==> src/rtl/miner_pkg.sv <==
// Shared definitions for the nonce scheduler.
//   state_t        : search state encoding (IDLE/RUN/DRAIN/DONE)
//   OUT_W          : width of the outstanding-request counter
//   STAT_*         : bit positions inside the status byte
package miner_pkg;

  typedef enum logic [1:0] {
    IDLE  = 2'd0,
    RUN   = 2'd1,
    DRAIN = 2'd2,
    DONE  = 2'd3
  } state_t;

  localparam int unsigned OUT_W          = 4;

  localparam int unsigned STAT_BUSY      = 0;
  localparam int unsigned STAT_FOUND     = 1;
  localparam int unsigned STAT_EXHAUSTED = 2;
  localparam int unsigned STAT_ABORTED   = 3;
  localparam int unsigned STAT_OUT_LSB   = 4;

endpackage

==> src/rtl/target_compare.sv <==
// Hit comparator: a result is a hit when it is a counted response and
// its top hash word is at or below the target (unsigned).
//   i_valid  : response strobe that is being counted
//   i_top    : most-significant 32 bits of the final hash
//   i_target : difficulty snapshot
//   o_hit    : hit indication
module target_compare (
  input  logic        i_valid,
  input  logic [31:0] i_top,
  input  logic [31:0] i_target,
  output logic        o_hit
);

  assign o_hit = i_valid && (i_top <= i_target);

endmodule

==> src/rtl/nonce_scheduler.sv <==
// Nonce scheduler: snapshots the work item, streams nonces to the hash
// core with a bounded number of requests in flight, and records the first
// winning nonce, exhaustion of the nonce space, or an abort.
//   clk, rst                 : clock, asynchronous active-high reset
//   start, abort             : one-cycle control pulses
//   midstate/nextInput/difficulty : work item from the register block
//   core_midstate/core_input : snapshot held for the whole search
//   req_valid/req_ready/req_nonce : request handshake to the hash core
//   rsp_valid/rsp_nonce/rsp_top   : result strobe from the hash core
//   status                   : {outstanding[3:0], aborted, exhausted, found, busy}
//   nonce                    : first winning nonce of the search
module nonce_scheduler
  import miner_pkg::*;
#(
  parameter int unsigned MAX_INFLIGHT = 4,
  parameter logic [31:0] START_NONCE  = 32'h0
) (
  input  logic         clk,
  input  logic         rst,
  input  logic         start,
  input  logic         abort,
  input  logic [255:0] midstate,
  input  logic [95:0]  nextInput,
  input  logic [31:0]  difficulty,
  output logic [255:0] core_midstate,
  output logic [95:0]  core_input,
  output logic         req_valid,
  input  logic         req_ready,
  output logic [31:0]  req_nonce,
  input  logic         rsp_valid,
  input  logic [31:0]  rsp_nonce,
  input  logic [31:0]  rsp_top,
  output logic [7:0]   status,
  output logic [31:0]  nonce
);

  localparam logic [OUT_W-1:0] LP_MAX = OUT_W'(MAX_INFLIGHT);

  state_t           r_state;
  state_t           w_state_nxt;
  logic [255:0]     r_mid;
  logic [95:0]      r_input;
  logic [31:0]      r_diff;
  logic [31:0]      r_ctr;
  logic [31:0]      r_nonce;
  logic [OUT_W-1:0] r_out;
  logic [OUT_W-1:0] w_out_nxt;
  logic             r_found;
  logic             r_exh_pend;
  logic             r_exhausted;
  logic             r_aborted;

  logic             w_issue;
  logic             w_rsp;
  logic             w_hit;
  logic             w_launch;
  logic             w_abort;
  logic             w_busy;

  assign w_busy    = (r_state == RUN) || (r_state == DRAIN);
  assign req_valid = (r_state == RUN) && (r_out < LP_MAX);
  assign req_nonce = r_ctr;
  assign w_issue   = req_valid && req_ready;
  // Responses with nothing outstanding are stray (e.g. from before a reset).
  assign w_rsp     = rsp_valid && (r_out != '0);
  assign w_launch  = start && ((r_state == IDLE) || (r_state == DONE));
  assign w_abort   = abort && w_busy;

  assign core_midstate = r_mid;
  assign core_input    = r_input;
  assign nonce         = r_nonce;

  target_compare u_cmp (
    .i_valid  (w_rsp),
    .i_top    (rsp_top),
    .i_target (r_diff),
    .o_hit    (w_hit)
  );

  always_comb begin
    w_out_nxt = r_out;
    case ({w_issue, w_rsp})
      2'b10:   w_out_nxt = r_out + OUT_W'(1);
      2'b01:   w_out_nxt = r_out - OUT_W'(1);
      default: w_out_nxt = r_out;
    endcase
  end

  always_comb begin
    w_state_nxt = r_state;
    case (r_state)
      IDLE, DONE: if (start) w_state_nxt = RUN;
      RUN: begin
        if (w_hit || w_abort || (w_issue && (r_ctr == '1)))
          w_state_nxt = DRAIN;
      end
      // Leave as soon as the count (after this cycle's response) hits zero.
      DRAIN: if (w_out_nxt == '0) w_state_nxt = DONE;
      default: w_state_nxt = IDLE;
    endcase
  end

  always_ff @(posedge clk or posedge rst) begin
    if (rst) r_state <= IDLE;
    else     r_state <= w_state_nxt;
  end

  always_ff @(posedge clk or posedge rst) begin
    if (rst) begin
      r_mid       <= '0;
      r_input     <= '0;
      r_diff      <= '0;
      r_ctr       <= START_NONCE;
      r_nonce     <= '0;
      r_out       <= '0;
      r_found     <= 1'b0;
      r_exh_pend  <= 1'b0;
      r_exhausted <= 1'b0;
      r_aborted   <= 1'b0;
    end else begin
      r_out <= w_out_nxt;
      if (w_launch) begin
        r_mid       <= midstate;
        r_input     <= nextInput;
        r_diff      <= difficulty;
        r_ctr       <= START_NONCE;
        r_found     <= 1'b0;
        r_exh_pend  <= 1'b0;
        r_exhausted <= 1'b0;
        r_aborted   <= 1'b0;
      end else begin
        if (w_issue) begin
          // Counter wraps after the last nonce; RUN is left so it never reissues.
          r_ctr <= r_ctr + 32'd1;
          if (r_ctr == '1) r_exh_pend <= 1'b1;
        end
        if (w_hit && !r_found) begin
          r_found <= 1'b1;
          r_nonce <= rsp_nonce;
        end
        if (w_abort) r_aborted <= 1'b1;
        // A hit arriving in the final drain cycle still suppresses exhaustion.
        if ((r_state == DRAIN) && (w_state_nxt == DONE))
          r_exhausted <= r_exh_pend && !(r_found || w_hit);
      end
    end
  end

  always_comb begin
    status = '0;
    status[STAT_BUSY]                = w_busy;
    status[STAT_FOUND]               = r_found;
    status[STAT_EXHAUSTED]           = r_exhausted;
    status[STAT_ABORTED]             = r_aborted;
    status[STAT_OUT_LSB +: OUT_W]    = r_out;
  end

endmodule

==> config.mk <==
export PLATFORM = sky130hd
export DESIGN_NAME = nonce_scheduler
export DESIGN_NICKNAME = d
export VERILOG_FILES = /design/src/rtl/miner_pkg.sv /design/src/rtl/target_compare.sv /design/src/rtl/nonce_scheduler.sv
export SDC_FILE = /design/constraint.sdc
export NUM_CORES = 1
export LEC_CHECK = 0
export CAP_MARGIN = 20
export CORE_AREA = 2 2 339 341
export DETAILED_ROUTE_END_ITERATION = 6
export DIE_AREA = 0 0 341 343
export GPL_TIMING_DRIVEN = 0
export SETUP_SLACK_MARGIN = 0.2
export SYNTH_ARGS = -nofsm -noshare
export SYNTH_HDL_FRONTEND = slang
export SYNTH_SLANG_ARGS = --single-unit
==> constraint.sdc <==
create_clock -name clk -period 21.9 [get_ports clk]
set_clock_uncertainty 0.15 [all_clocks]
set_input_delay 4.38 -clock clk [delete_from_list [all_inputs] [get_ports clk]]
set_output_delay 4.38 -clock clk [all_outputs]
set_load 0.005 [all_outputs]
### Word level (Yosys, flattened, before mapping)

Cells that the tools add are included.

* flip-flop bits (word level): 458
* input port bits: 454
* output and inout bits: 425
* logic and storage cells: 68

* $add $sub $neg: 3
* $lt $le $gt $ge: 2
* equality and inequality tests: 7
* muxes and demuxes: 16
* bitwise logic cells: 1
* reductions and logical operators: 28

Operators by type and width (number)
* $mux W32: 2
* $add A32 B1 Y32 const B: 1
* $eq A32 B32 Y1 const B: 1
* $le A32 B32 Y1: 1
* $logic_and A1 B1 Y1: 10
* $reduce_bool A2 Y1: 5
* $mux W1: 9
* $eq A2 B2 Y1 const B: 4
* $pmux W4 S2: 1
* $mux W2: 3
* $pmux W2 S3: 1
* $logic_or A1 B1 Y1: 5
* $add A4 B1 Y4 const B: 1
* $eq A2 B1 Y1 const B: 2
* $logic_not A4 Y1: 1
* $lt A4 B3 Y1 const B: 1
* $reduce_and A2 Y1: 2
* $reduce_bool A4 Y1: 1
* $sub A4 B1 Y4 const B: 1
* $logic_not A1 Y1: 2
* $logic_not A2 Y1: 1
* $reduce_or A2 Y1: 1
* $not A1 Y1: 1

### Logic depth before layout (Yosys ltp)

* word-level depth: 12
* mapped depth: 14

### Modules after synthesis

From an unflattened synthesis, not the netlist that was laid out.

* cells, all modules: 2066
* area total of the unflattened synthesis: 18736.7 um2

By module, submodules not included
* nonce_scheduler: times used 1, cells each 1947, area an instance 17902.2 um2
* target_compare: times used 1, cells each 119, area an instance 834.6 um2

### Least setup slack after synthesis

Ideal clock, no wire load.

* path kind: input-to-reg
* from: input req_ready
* to: register r_exhausted
* setup time: 110 ps
* arrival time: 6599 ps
* required time: 21640 ps
* setup slack: 15041 ps
* stages: 11
* buffers on the path: 1
* cells stage by stage: and4bb_4 buf_2 inv_1 ha_1 inv_1 fa_1 o21ai_0 nor4_1 and3_1 or4_1 o41ai_1

* word-level cells in the longest chain between the ends: 9
* elaborated cells on any way between the ends: 13

RTL lines
* from (decl): RTL line nonce_scheduler.sv:28 `input logic req_ready,`
* $logic_and A1 B1 Y1 *: RTL line nonce_scheduler.sv:63 `assign w_issue = req_valid && req_ready;`
* $eq A2 B1 Y1 or $eq A2 B2 Y1 (tied branches): RTL line nonce_scheduler.sv:82 `case ({w_issue, w_rsp})`
* $pmux W4 S2 *: RTL line nonce_scheduler.sv:82
* net w_out_nxt[1]: RTL line nonce_scheduler.sv:47 `logic [OUT_W-1:0] w_out_nxt;`
* $logic_not A4 Y1 *: RTL line nonce_scheduler.sv:98 `DRAIN: if (w_out_nxt == '0) w_state_nxt = DONE;`
* $mux W2 *: RTL line nonce_scheduler.sv:98
* $pmux W2 S3 *: RTL line nonce_scheduler.sv:91 `case (r_state)`
* $eq A2 B2 Y1 *: RTL line nonce_scheduler.sv:143 `if ((r_state == DRAIN) && (w_state_nxt == DONE))`
* $logic_and A1 B1 Y1 *: RTL line nonce_scheduler.sv:143
* $reduce_bool A2 Y1 (no line) *
* to (signal assigned): RTL line nonce_scheduler.sv:144 `r_exhausted <= r_exh_pend && !(r_found || w_hit);`
* to (decl): RTL line nonce_scheduler.sv:50 `logic r_exhausted;`

The timed path passes the listed nets; every way through them passes the cells marked *.
A chain may end at the register's enable or synchronous reset.

### Worst setup path after layout

* from: input rsp_top[15]
* to: register r_nonce[7], in the netlist nonce[7]

* word-level cells in the longest chain between the ends: 4

RTL lines
* from (decl): RTL line nonce_scheduler.sv:32 `input logic [31:0] rsp_top,`
* $le A32 B32 Y1: RTL line target_compare.sv:14 `assign o_hit = i_valid && (i_top <= i_target);`
* $logic_and A1 B1 Y1: RTL line target_compare.sv:14
* $logic_and A1 B1 Y1: RTL line nonce_scheduler.sv:137 `if (w_hit && !r_found) begin`
* $reduce_and A2 Y1 (no line)
* to (signal assigned): RTL line nonce_scheduler.sv:139 `r_nonce <= rsp_nonce;`
* to (decl): RTL line nonce_scheduler.sv:45 `logic [31:0] r_nonce;`

Every way passes these cells.

==> impl_results.rst <==
.. list-table::
   :header-rows: 1

   * - Metric
     - Value
   * - Int Pwr
     - 2.78 mW
   * - Flip-flop cell with the highest count after synthesis
     - dfrtp_1
   * - Worst-path maximum fanout
     - 10
   * - Via count of the first global-routing pass
     - approximately 18000
   * - Die Span Y
     - roughly 340 microns
   * - Fraction of final layout cells with drive strength greater than 1
     - about 4.1%
   * - RSZ-0062 raised after global routing
     - false
   * - Number of fillers in the final layout
     - between 10000 and 15000
   * - Final HPWL from detailed placement
     - between 60 and 70 mm
   * - Post-synthesis compound-gate area fraction
     - 3.69%
   * - Count of clock tree sinks
     - between 400 and 500
   * - Last weighted congestion value of the routability-driven placer
     - around 0.9
   * - Initial Util
     - between 10% and 20%
   * - Combinational group share of total power
     - 44.1%
   * - Critical register-to-register path startpoint
     - r_out[2]$_DFF_PP0_
   * - CTS tree
     - built
   * - Post-placement cell count
     - 4474
   * - Max Freq
     - approximately 140 MHz
   * - Cell types occupying the most area after synthesis
     - dfrtp_1, nand2_1, ha_1, clkbuf_1, o21ai_0
   * - Setup slack of the most critical reg-to-reg path
     - between 15 and 20 ns
   * - Crit path largest cell delay
     - between 0.7 and 0.8 ns
   * - Synthesis Warnings
     - 0
   * - Global-route usage over all layers
     - between 10% and 20%
   * - Ratio of routed vias to standard cells
     - about 3.8
   * - Relative slew slack
     - roughly 38%
   * - CTS Root Buffer Type
     - clkbuf_16
   * - Chain of cells forming the critical path
     - clkdlybuf4s50_1 -> ha_1 -> nand4_1 -> nor4_1 -> a21boi_0 -> o31a_1 -> o31a_1 -> buf_2 -> o22ai_1
   * - Pin count of the biggest net entering global routing
     - 118
   * - Switching power of the nets
     - 1.62 mW
   * - Simple-gate share of the synthesized area
     - 27.2%
   * - Post-placement worst setup slack
     - approximately 14 ns
   * - Setup CP Type
     - in -> reg
   * - Wire length reported by the detailed router
     - approximately 86 mm
   * - Cell area after technology mapping
     - 18600 sq um
   * - Most frequent CP cell
     - o31a_1
   * - Time the final worst path needs with I/O delays and setup
     - 7.20 ns
   * - Cells after synthesis
     - 2079
   * - Leakage power
     - approximately 15 nW
   * - Cell depth of the worst flop-to-flop path
     - 10
   * - Final net count
     - ~3500
   * - Placeable Area
     - 113000 sq um
   * - Clock latency on the worst-skew pair
     - approximately 0.63 ns
   * - Sequential cell fraction of total power
     - around 33%
   * - Synthesized-area fraction occupied by adder cells
     - under 10%
   * - Seq/Total Area, Yosys
     - between 60% and 70%
   * - Power density over the cells
     - around 140 nW/um^2
   * - Via Count
     - between 15000 and 20000
   * - Proportion of synthesized area in mux cells
     - less than 1%
   * - Buffers on Ports
     - a little under 900
   * - Layout area overhead
     - 69.0%
   * - Number of buffers inserted during clock tree synthesis
     - 56
   * - First-pass GRT wire length
     - approximately 120 mm
   * - Net count after synthesis
     - 2572
   * - Sw frac
     - a little under two fifths
   * - Synth Area in XOR/XNOR
     - 1.32%
   * - Number of hold buffers added after cts
     - 0
   * - Setup WS post-layout
     - roughly 15 ns
   * - Post-place instance area
     - 29400 sq um
   * - Commonest non-fill, non-tap cell in the layout
     - nand2_1
   * - Most frequent cells in the layout
     - nand2_1, clkdlybuf4s50_1, dfrtp_1, clkbuf_1, clkbuf_16
   * - Final setup violation count
     - 0
   * - Starting DRT DRC Count
     - 950
   * - Cell taking the most area after synthesis
     - dfrtp_1
   * - Total Power
     - 4.40 mW
   * - Required @ worst endpoint
     - ~22 ns
   * - Startpoint type of the worst setup path
     - input port
   * - Die area
     - around 120000 sq um
   * - Number of routed nets with antenna violations
     - 0
   * - Count of state elements after synthesis
     - ~460
   * - Sum of buffers and inverters on the critical path
     - 2
   * - Async S/R FF share, synth
     - 100%
   * - Final Core Density
     - ~28%
   * - Longest Clk Path Bufs
     - 3
   * - Final instance area
     - around 31000 sq um
   * - Number of distinct library cell variants in the gate-level netlist after synthesis
     - 53
   * - Hold Fails Final Rpt
     - 0
   * - Worst supply voltage drop on vdd
     - around 0.000079 V
   * - Min-Delay Startpoint
     - core_input[20]$_DFFE_PP0P_
   * - Residual DRC
     - 0
   * - Max-slew violations
     - 0
   * - Non-Filler Instances
     - 4580
   * - Total setup buffers inserted after CTS
     - 0
   * - Hold path depth
     - 2
   * - Clock edge transition at the registers on the reported setup and hold paths
     - approximately 0.060 ns
   * - Result of the run
     - finished, final reports clean
   * - Path category of the worst min-delay check
     - reg -> reg
   * - Overall die width
     - 341 microns
   * - Post-CTS sizing
     - 0
   * - Critical path capture point type
     - register
   * - Drt first pass iters
     - 5
   * - Worst flop-to-flop path endpoint
     - r_exhausted$_DFFE_PP0P_
   * - Initial antenna violation count
     - 9
   * - Boundary Pins
     - slightly below 900
   * - Number of synthesized flops with an enable pin
     - 0
   * - Cell family contributing the most delay on the critical path
     - compound AO/OA/AOI/OAI gates
   * - Critical Path AT
     - 7.51 ns
   * - CP max stage cell
     - nor4_1
   * - Total number of placement rows
     - around 120
   * - Clock Power Share
     - around 23%
   * - Top cell type's share of synthesized area
     - around 62%
   * - Congestion Overflow GR
     - 0
   * - Max H-tree Level
     - 2
   * - Avg Synthesized Cell Area
     - between 8 and 9 sq um
   * - Main combinational cell family by area after synthesis
     - simple AND/OR/NAND/NOR gates
   * - Actual slew at the worst max-slew pin
     - just over 0.9 ns
   * - Max-cap violations
     - 0
   * - Wirelength per Cell
     - 18.7 microns
   * - Capture endpoint of the worst hold path
     - core_input[20]$_DFFE_PP0P_
   * - Final cycle utilization of the critical path
     - about a third
worst max path at each step:
stage                      startpoint                       endpoint  cells past startpoint
after floorplan                   rst      core_input[0]$_DFFE_PP0P_                      1
after global placement            rst  core_midstate[24]$_DFFE_PP0P_                      2
after detailed placement  rsp_top[15]           nonce[7]$_DFFE_PP0P_                      9
after CTS                 rsp_top[15]           nonce[7]$_DFFE_PP0P_                      9
after global routing      rsp_top[14]           nonce[7]$_DFFE_PP0P_                      9
final                     rsp_top[15]           nonce[7]$_DFFE_PP0P_                      9
cell usage after synthesis, types with 2 or more instances:
cell type,n
and2_1,2
or4_1,3
nand3_1,14
a21oi_1,21
o22ai_1,33
nor2_1,33
mux2i_1,2
or3_1,5
xnor2_1,7
and4_1,2
and2_2,2
clkbuf_1,92
nor3b_1,2
nand4_1,17
nor2b_1,2
nor4_1,3
dfrtp_1,458
xor2_1,21
a21o_1,5
o31ai_1,2
and3_1,6
buf_1,4
buf_4,4
o21ai_0,42
ha_1,38
o31a_1,2
nand2_1,1178
nor3_1,4
inv_1,45
buf_2,5
and4_2,2
o41ai_1,2
metrics by stage:
| stage | hold WS (ns) | setup TNS (ns) |
|---|---|---|
| after floorplan | 0.300 | 0 |
| after global placement | 0.308 | -1005.80 |
| after detailed placement | 0.311 | 0 |
| after CTS | 0.325 | 0 |
| after global routing | 0.341 | 0 |
| final | 0.322 | 0 |
tightest hold or removal path: stages, from the launching register on:
cell	delay, ns
dfrtp_1	0.33
nand2_1	0.05
nand2_1	0.06
registers in the layout, summed over array words and instances, names as in the netlist, 2 cells and up:
signal	flops
core_input	96
req_nonce	32
nonce	32
core_midstate	256
r_diff	32
r_out	4
r_state	2
per-layer routing:
metal  up-vias  GRT usage, %  wire length [microns]
met5         -             0                     68
met1      8433          17.4                  35000
li1       8386             -                      -
met2       639          22.7                  39600
met4        10          3.80                   2220
met3       124          5.47                   8660
cell families (layout without fill, tap and decap cells):
group	Yosys count	after routing
adder cells (fa/ha/maj)	39	39
other	0	1
XOR/XNOR	28	28
buffers and inverters	153	1141
multiplexers	2	2
flip-flops	458	458
AND/OR/NAND/NOR	1283	1283
AO/OA/AOI/OAI	116	116
power groups by stage:
stage | clock network, mW | logic [mW] | registers, mW
2_1_floorplan | 0 | 0.724 | 1.45
3_3_place_gp | 0 | 1.95 | 1.45
3_5_place_dp | 0 | 1.97 | 1.45
4_1_cts | 1.04 | 1.98 | 1.45
5_1_grt | 1.07 | 2.15 | 1.49
6_report | 1.01 | 1.94 | 1.45
layout make-up:
class,count,area [sq um],area share (%)
buffer,108,445,1.42
timing repair buffer,883,8910,28.4
sequential,458,11500,36.5
inverter,45,176,0.562
tap,1512,1890,6.03
antenna,1,2.50,0.00798
clock inverter,28,375,1.20
multi-input combinational,1468,6490,20.7
clock buffer,77,1620,5.17
Note: power is estimated with default switching activity, not from simulation.
